--- src/rtl/spi_command_router.sv ---
// spi_command_router
//   Assembles 8-byte SPI command frames, decodes the address to one of
//   NUM_CORES cores, issues WRITE/READ with a valid/ack handshake plus a
//   timeout, and serialises a 64-bit status/result response back out
//   through the SPI transmit byte.
// Ports
//   clk_i, rst_n_i         : clock, async active-low reset
//   spi_rx_valid_i/byte_i  : received byte strobe and data
//   frame_abort_i          : chip-select deasserted, restarts byte count
//   spi_tx_byte_o          : next byte to shift out (response byte[idx])
//   cmd_valid_o            : one-cycle command strobe
//   core_sel_o             : one-hot target core, held through WAIT
//   instruction_o/address_o/value_o : shared command buses (core-local addr)
//   result_i/result_valid_i: per-core result and acknowledge
//   stream_i               : per-core free-running stream values
module spi_command_router #(
    parameter int NUM_CORES = 2,
    parameter int CORE_SPAN = 16,
    parameter int TIMEOUT   = 255
) (
    input  logic                   clk_i,
    input  logic                   rst_n_i,
    input  logic                   spi_rx_valid_i,
    input  logic [7:0]             spi_rx_byte_i,
    input  logic                   frame_abort_i,
    output logic [7:0]             spi_tx_byte_o,
    output logic                   cmd_valid_o,
    output logic [NUM_CORES-1:0]   core_sel_o,
    output logic [7:0]             instruction_o,
    output logic [23:0]            address_o,
    output logic [31:0]            value_o,
    input  logic [NUM_CORES*32-1:0] result_i,
    input  logic [NUM_CORES-1:0]   result_valid_i,
    input  logic [NUM_CORES*32-1:0] stream_i
);
    localparam int          KW    = (NUM_CORES > 1) ? $clog2(NUM_CORES) : 1;
    localparam int          SW    = $clog2(CORE_SPAN);
    localparam logic [23:0] LMASK = 24'(CORE_SPAN - 1);
    localparam logic [31:0] LIMIT = 32'(NUM_CORES * CORE_SPAN);
    localparam logic [7:0]  ST_OK = 8'hA5, ST_ADDR = 8'hE1, ST_OP = 8'hE2,
                            ST_TMO = 8'hE3, ST_BUSY = 8'hE4;

    typedef enum logic [1:0] {S_COLLECT, S_ISSUE, S_WAIT} state_e;

    state_e                 state_q, state_d;
    logic [2:0]             idx_q, idx_d;
    logic [55:0]            frame_q, frame_d;      // bytes 0..6, byte 0 at top
    logic [63:0]            resp_q, resp_d;
    logic [7:0]             tx_q, tx_d;
    logic                   cmd_valid_q, cmd_valid_d;
    logic [NUM_CORES-1:0]   core_sel_q, core_sel_d;
    logic [7:0]             instr_q, instr_d;
    logic [23:0]            addr_q, addr_d;
    logic [31:0]            value_q, value_d;
    logic [KW-1:0]          core_idx_q, core_idx_d;
    logic                   bad_addr_q, bad_addr_d;
    logic [7:0]             cnt_q, cnt_d;
    logic                   drop_q, drop_d;        // a frame completed during WAIT

    logic                   rx_acc, last_byte, resp_load, drop_now, ack;
    logic [23:0]            full_addr;
    logic [KW-1:0]          k_dec;
    logic                   bad_dec;

    always_comb begin
        state_d     = state_q;
        idx_d       = idx_q;
        frame_d     = frame_q;
        resp_d      = resp_q;
        tx_d        = tx_q;
        cmd_valid_d = 1'b0;
        core_sel_d  = core_sel_q;
        instr_d     = instr_q;
        addr_d      = addr_q;
        value_d     = value_q;
        core_idx_d  = core_idx_q;
        bad_addr_d  = bad_addr_q;
        cnt_d       = cnt_q;
        drop_d      = drop_q;
        resp_load   = 1'b0;

        // Abort wins over a coincident strobe; that byte is thrown away.
        rx_acc    = spi_rx_valid_i & ~frame_abort_i;
        last_byte = rx_acc && (idx_q == 3'd7);
        full_addr = frame_q[47:24];
        k_dec     = KW'(full_addr >> SW);
        bad_dec   = ({8'h00, full_addr} >= LIMIT);
        drop_now  = drop_q | last_byte;
        ack       = result_valid_i[core_idx_q];

        if (frame_abort_i)
            idx_d = 3'd0;
        else if (rx_acc)
            idx_d = idx_q + 3'd1;

        if (rx_acc && idx_q != 3'd7)
            frame_d[8*(6-int'(idx_q)) +: 8] = spi_rx_byte_i;

        case (state_q)
            S_COLLECT: begin
                if (last_byte) begin
                    instr_d    = frame_q[55:48];
                    addr_d     = full_addr & LMASK;
                    value_d    = {frame_q[23:0], spi_rx_byte_i};
                    core_idx_d = k_dec;
                    bad_addr_d = bad_dec;
                    if ((frame_q[55:48] == 8'h01 || frame_q[55:48] == 8'h02) && !bad_dec) begin
                        cmd_valid_d = 1'b1;
                        core_sel_d  = NUM_CORES'(1) << k_dec;
                    end
                    state_d = S_ISSUE;
                end
            end
            S_ISSUE: begin
                cnt_d     = 8'd0;
                state_d   = S_COLLECT;
                resp_load = 1'b1;
                // Opcode check precedes address check: a NOP never needs a core.
                if (instr_q > 8'h03)
                    resp_d = {ST_OP, 56'h0};
                else if (instr_q == 8'h00)
                    resp_d = {ST_OK, 56'h0};
                else if (bad_addr_q)
                    resp_d = {ST_ADDR, 56'h0};
                else if (instr_q == 8'h03)
                    resp_d = {ST_OK, 24'h0, stream_i[32*int'(core_idx_q) +: 32]};
                else begin
                    resp_load = 1'b0;
                    state_d   = S_WAIT;
                end
            end
            S_WAIT: begin
                if (ack || cnt_q == 8'(TIMEOUT - 1)) begin
                    resp_load  = 1'b1;
                    core_sel_d = '0;
                    drop_d     = 1'b0;
                    state_d    = S_COLLECT;
                    if (drop_now)
                        resp_d = {ST_BUSY, 56'h0};
                    else if (ack)
                        resp_d = {ST_OK, 24'h0, result_i[32*int'(core_idx_q) +: 32]};
                    else
                        resp_d = {ST_TMO, 56'h0};
                end else begin
                    cnt_d  = cnt_q + 8'd1;
                    drop_d = drop_now;
                end
            end
            default: state_d = S_COLLECT;
        endcase

        if (rx_acc || frame_abort_i || resp_load)
            tx_d = resp_d[8*(7-int'(idx_d)) +: 8];
    end

    always_ff @(posedge clk_i or negedge rst_n_i) begin
        if (!rst_n_i) begin
            state_q     <= S_COLLECT;
            idx_q       <= '0;
            frame_q     <= '0;
            resp_q      <= '0;
            tx_q        <= '0;
            cmd_valid_q <= 1'b0;
            core_sel_q  <= '0;
            instr_q     <= '0;
            addr_q      <= '0;
            value_q     <= '0;
            core_idx_q  <= '0;
            bad_addr_q  <= 1'b0;
            cnt_q       <= '0;
            drop_q      <= 1'b0;
        end else begin
            state_q     <= state_d;
            idx_q       <= idx_d;
            frame_q     <= frame_d;
            resp_q      <= resp_d;
            tx_q        <= tx_d;
            cmd_valid_q <= cmd_valid_d;
            core_sel_q  <= core_sel_d;
            instr_q     <= instr_d;
            addr_q      <= addr_d;
            value_q     <= value_d;
            core_idx_q  <= core_idx_d;
            bad_addr_q  <= bad_addr_d;
            cnt_q       <= cnt_d;
            drop_q      <= drop_d;
        end
    end

    assign spi_tx_byte_o = tx_q;
    assign cmd_valid_o   = cmd_valid_q;
    assign core_sel_o    = core_sel_q;
    assign instruction_o = instr_q;
    assign address_o     = addr_q;
    assign value_o       = value_q;
endmodule

--- config.mk ---
export PLATFORM = sky130hd
export DESIGN_NAME = spi_command_router
export DESIGN_NICKNAME = d
export VERILOG_FILES = /design/src/rtl/spi_command_router.sv
export SDC_FILE = /design/constraint.sdc
export NUM_CORES = 1
export LEC_CHECK = 0
export CORE_MARGIN = 2
export CORE_UTILIZATION = 51
export DETAILED_ROUTE_END_ITERATION = 7
export GPL_ROUTABILITY_DRIVEN = 0
export PLACE_DENSITY = 0.92
export RECOVER_POWER = 50
export SLEW_MARGIN = 20
export SYNTH_ARGS = -nofsm -noshare
export SYNTH_HDL_FRONTEND = slang
export SYNTH_SLANG_ARGS = --single-unit
--- constraint.sdc ---
create_clock -name clk_i -period 4.4 [get_ports clk_i]
set_clock_uncertainty 0.2 [all_clocks]
set_input_delay 1.32 -clock clk_i [delete_from_list [all_inputs] [get_ports clk_i]]
set_output_delay 1.32 -clock clk_i [all_outputs]
set_load 0.03 [all_outputs]
# After elaboration in Yosys (flattened, before gate mapping)

Index checks and enable logic that the tools add are counted.

Bits of input ports: 142
Output and inout port bits: 75
Register bits: 191
Word-level logic and storage cells: 94

Bitwise gates (word level): 3
Reduce and logical (&&, ||, !) cells: 16
Mux-type cells: 35
Add/subtract/negate cells: 5
Equality and inequality tests: 12
$lt $le $gt $ge: 3
Shifts and indexed selects: 6

Operator list:

| cell                      | count |
|---|---|
| $mux W64                  | 5 |
| $pmux W64 S2              | 1 |
| $shiftx A64 B7 Y32        | 2 |
| $mux W63                  | 2 |
| $shiftx A64 B7 Y8         | 1 |
| $bwmux W56                | 1 |
| $shift A8 B33 Y56 const A | 1 |
| $shiftx A8 B33 Y56        | 1 |
| $neg A7 Y33               | 1 |
| $ge A24 B6 Y1 const B     | 1 |
| $eq A8 B2 Y1 const B      | 2 |
| $mux W2                   | 8 |
| $pmux W8 S2               | 1 |
| $mux W1                   | 11 |
| $add A8 B1 Y8 const B     | 1 |
| $eq A8 B1 Y1 const B      | 1 |
| $eq A8 B8 Y1 const B      | 1 |
| $gt A8 B2 Y1 const B      | 1 |
| $logic_not A8 Y1          | 1 |
| $mux W8                   | 1 |
| $ne A2 B2 Y1 const B      | 4 |
| $sub A3 B3 Y4 const A     | 2 |
| $mux W3                   | 2 |
| $pmux W2 S3               | 1 |
| 19 further kinds          | 27 |

# Logic depth before layout (Yosys ltp)

Word-level depth: 8
Gate-level depth with buffers: 13
Mapped depth without buffers: 11

# Worst setup path before layout

OpenSTA, ideal clock, no wires.

Path kind: input-to-reg
Start point: in spi_rx_valid_i
End point: reg tx_q[3], in the netlist spi_tx_byte_o[3]
Cell stages on the path: 8
Required time: 4.079 ns
Path buffers: 1
Setup time: 0.121 ns
Slack: 0.943 ns
Arrival: 3.135 ns
Cells stage by stage: buf_2 -> xor2_1 -> nand2_1 -> inv_2 -> mux4_2 -> a31oi_1 -> o31ai_1 -> o22a_1

Elaborated cells between the ends (all ways): 12
Classes of those cells: add/sub: 1; shift: 1; mux: 5; bitwise: 2; reduce/logical: 3

RTL lines:

| what                   | RTL line | RTL |
|---|---|---|
| start: declaration     | 23       | `input logic spi_rx_valid_i,` |
| $and A1 B1 Y1          | 83       | `rx_acc = spi_rx_valid_i & ~frame_abort_i;` |
| $mux W3                | 93       | `else if (rx_acc)` |
| $mux W3                | 91       | `if (frame_abort_i)` |
| via idx_d[0]           | 46       | `logic [2:0] idx_q, idx_d;` |
| $sub A3 B3 Y4          | 153      | `tx_d = resp_d[8*(7-int'(idx_d)) +: 8];` |
| $shiftx A64 B7 Y8      | 153      |  |
| end signal: assignment | 177      | `tx_q <= tx_d;` |
| end: declaration       | 49       | `logic [7:0] tx_q, tx_d;` |

The timed path passes the listed nets, and every way through them passes these cells.
A chain may end at the register's enable or synchronous reset.

# Worst setup path in the final report

Start point: in result_valid_i[1]
End point: reg tx_q[6], in the netlist spi_tx_byte_o[6]

Cells in the longest elaborated chain, start to end: 7
Elaborated cells between the ends (all ways): 11
Classes of those cells: shift: 1; mux: 8; reduce/logical: 2

Ends and longest elaborated chain:

| what                                         | RTL line | RTL |
|---|---|---|
| start: declaration                           | 33       | `input logic [NUM_CORES-1:0] result_valid_i,` |
| $mux W1 (not written as such) * (2 in a row) | 89       | `ack = result_valid_i[core_idx_q];` |
| $mux W63                                     | 140      | `else if (ack)` |
| $mux W63                                     | 138      | `if (drop_now)` |
| $mux W64                                     | 133      | `if (ack \|\| cnt_q == 8'(TIMEOUT - 1)) begin` |
| $pmux W64 S2                                 | 99       | `case (state_q)` |
| $shiftx A64 B7 Y8                            | 153      |  |

Mark *: on every way between the ends. The rest lies on a longest branch, timed or not. The select of a mux whose other input is x is not followed.

==> results.sh <==
export IMPL_p_int_mw=3.32
export IMPL_vias=7858
export IMPL_finalPower_mw=4.57
export IMPL_p_sw_mw=1.25
export IMPL_stdcell_count=1291
export IMPL_arrival_ps=4340
export IMPL_endpoint_kind="flop"
export IMPL_ys_async_sr_fraction_pct=100
export IMPL_setup_tns_ps=0
export IMPL_place_hpwl_um=19200
export IMPL_seq_area_mm2=0.00478
export IMPL_via_per_inst=6.09
export IMPL_insertion_delay_ps=430
export IMPL_status="finished with violations"
export IMPL_syn_mean_instance_area_um2=11.4
export IMPL_synth_edff_count=0
export IMPL_root_buffer="clkbuf_16"
export IMPL_synth_seq_cells=191
export IMPL_crit_type="in -> reg"
export IMPL_port_buffers=196
export IMPL_grt_first_pass_wirelength_um=41100
export IMPL_wl_per_cell_um=20.6
export IMPL_p_per_area_mw_per_mm2=368
export IMPL_synth_cells=847
export IMPL_final_area_mm2=0.0124
export IMPL_drv_slew=31
export IMPL_rsz0062_at_grt="false"
export IMPL_grt_pass1_vias=7657
export IMPL_p_clk_share_pct=35.6
export IMPL_cts_tree="built"
export IMPL_clkTransAtPathRegs_ps=70
export IMPL_setup_viol=0
export IMPL_rows=50
export IMPL_p_leak_nw=5.65
export IMPL_min_path_type="reg -> reg"
export IMPL_crit_required_ps=4550
export IMPL_post_route_min_period_ps=4190
export IMPL_yosysSeqAreaShare_pct=49.3
export IMPL_whs_ps=282
export IMPL_dp_cells=1257
export IMPL_violations="max-capacitance violations, max-slew violations"
export IMPL_yosysTopAreaCell="dfrtp_1"
export IMPL_cts_setup_buffers=0
export IMPL_io_pins=217
export IMPL_start_kind="input port"
export IMPL_initial_utilization_pct=51.8
export IMPL_grt_use_total_pct=26.5
export IMPL_ctsHoldBuffers=0
export IMPL_clockBufferDepth=2
export IMPL_ctsHtreeMaxLevel=4
export IMPL_synth_main_ff_cell="dfrtp_1"
export IMPL_cts_buffers=17
export IMPL_max_freq_ghz=0.238
export IMPL_synthesis_area_mm2=0.00969
export IMPL_period_share_pct=95.3
export IMPL_drive_gt1_share_pct=17.0
export IMPL_die_area_mm2=0.0201
export IMPL_n_fill_cell=1343
export IMPL_area_growth_pct=28.3
export IMPL_die_height_um=142
export IMPL_ys_types=77
export IMPL_ys_top_cells_by_area="dfrtp_1, mux2_2, mux2i_1"
export IMPL_worst_pin_slew_ps=1650
export IMPL_drt_iter0_drc=749
export IMPL_slew_limit_headroom_pct=-10.1
export IMPL_path_cells="dlygate4sd3_1 > mux2i_1 > o21ai_0 > a2111o_1 > nand2_1 > a221oi_1 > a221oi_2"
export IMPL_fp_dieW_um=142
export IMPL_dpl_cell_area_mm2=0.0119
export IMPL_maxCapViolations=1
export IMPL_yosysTopAreaCellShare_pct=49.3
export IMPL_multi_input_area_mm2=0.00455
export IMPL_yosysWarnings=0
export IMPL_pwr_share_seq_pct=46.7
export IMPL_core_mm2=0.0187
export IMPL_hold_violations=0
export IMPL_crit_slowest_cell="a2111o_1"
export IMPL_crit_path_max_incr_delay_ps=720
export IMPL_combPwrFrac_pct=17.7
export IMPL_finish_net_count=1197
export IMPL_grt_overflow_total=0
export IMPL_worstPathMaxFanout=12
export IMPL_switching_share_pct=27.4
export IMPL_drc=0
export IMPL_antenna_found_initial=1
export IMPL_cts_sinks=191
export IMPL_cts_resized=0
export IMPL_routed_wl_um=26600
export IMPL_detail_route_antenna_nets=0
export IMPL_grt_max_degree=107
export IMPL_dr_pass1_iters=8
export IMPL_peakVddDrop_mv=0.343
[logic make-up after synthesis]
group | after synthesis | share of synthesized area, %
AOI/OAI and AO/OA | 160 | 12.1
xor gates and xnor gates | 9 | 0.891
adders and majority gates | 12 | 1.55
buffers and inverters | 79 | 4.31
DFF | 191 | 49.3
muxes | 172 | 19.8
other | 1 | 0.0387
and+or+nand+nor | 223 | 12.1
[final cells by class]
| cell class | count | area share [%] |
|---|---|---|
| Antenna cell | 1 | 0.0201 |
| Clock buffer | 19 | 3.64 |
| Clock inverter | 13 | 1.42 |
| Inverter | 18 | 0.543 |
| Multi-Input combinational cell | 596 | 36.6 |
| Sequential cell | 191 | 38.5 |
| Tap cell | 234 | 2.35 |
| Timing Repair Buffer | 219 | 16.9 |
[synthesized netlist by cell type, drive strengths merged, types with 3 or more instances]
cell type  number
inv            17
nor4           14
a21o           13
or4             4
nor3            5
or3             4
o21ai          30
clkbuf         20
nand2b          3
o31ai           6
mux4            3
a22oi           6
a221o          10
mux2          115
a211o           4
nor2b          12
nand4           7
a2111oi         4
ha             12
and2           44
a21oi          18
a211oi         12
o211ai          5
o22ai          14
xor2            4
a31oi           8
buf            41
nand3          11
xnor2           5
mux2i          54
a221oi          8
dfrtp         191
nor2           52
nand2          51
and3            7
o22a            5
[power groups by stage]
stage               clock, mW  combinational (mW)  sequential [mW]
global route             1.72               0.878             2.16
finish                   1.63               0.808             2.14
CTS                      1.65               0.811             2.13
global placement            0               0.777             2.15
detailed placement          0               0.802             2.16
floorplan                   0               0.456             2.14
[path summary, 6_finish.rpt]
path / slack [ps] / depth (start not counted) / end / startpoint
min in group asynchronous: 1100 / 1 / value_o[20] / rst_n_i
setup reg to reg: 390 / 10 / frame_q[24] / idx_q[0]
hold / removal: 280 / 1 / resp_q[6] / resp_q[6]
hold reg to reg: 280 / 1 / resp_q[6] / resp_q[6]
setup / recovery: 210 / 7 / spi_tx_byte_o[6] / result_valid_i[1]
max in group asynchronous: 820 / 2 / spi_tx_byte_o[0] / rst_n_i
[flip-flops by register name, indices dropped and copies added, names as in the netlist]
register / flops
value_o: 32
frame_q: 56
idx_q: 3
cmd_valid_o: 1
state_q: 2
resp_q: 64
instruction_o: 8
core_sel_o: 2
core_idx_q: 1
address_o: 4
drop_q: 1
bad_addr_q: 1
spi_tx_byte_o: 8
cnt_q: 8
[worst max-delay path: cells and delay by family]
kind,cells,cell delay [ps]
AO/OA/AOI/OAI,4,1590
multiplexers,1,630
buffers and inverters,1,560
AND/OR/NAND/NOR,1,250
[metrics by stage]
step	util (%)	setup WS, ps
after global placement	63.4	352
final	66.5	205
after global routing	66.5	125
after detailed placement	63.4	217
after floorplan	-	943
after CTS	66.7	436
[placed cells by master (no fill, tap or decap), types with 5 or more instances in the layout]
cell and count:
clkdlybuf4s50_1 182, clkinv_4 5, a31oi_1 8, a221oi_1 7, and2_1 44, a21o_1 13
o22ai_1 14, clkbuf_16 17, o22a_1 5, dfrtp_1 190, mux2i_1 54, a22oi_1 6
o21ai_0 29, nor2b_1 12, a21oi_1 18, nor4_1 13, mux2_2 114, clkbuf_1 6
o31ai_1 5, and3_1 7, nand2_1 51, inv_1 16, a221o_1 10, nand3_1 11
nor2_1 52, nand4_1 6, ha_1 12, dlygate4sd3_1 13, a211oi_1 12, conb_1 20
buf_4 16
[metal layers]
metal / global-route usage, % / vias to the layer above / wire length [um]
met5: 0 / - / 0
met4: 11.2 / 0 / 1100
met3: 6.55 / 94 / 2210
met2: 43.6 / 465 / 12900
met1: 33.4 / 3840 / 10400
li1: - / 3459 / -
(Power assumes the default switching activity.)
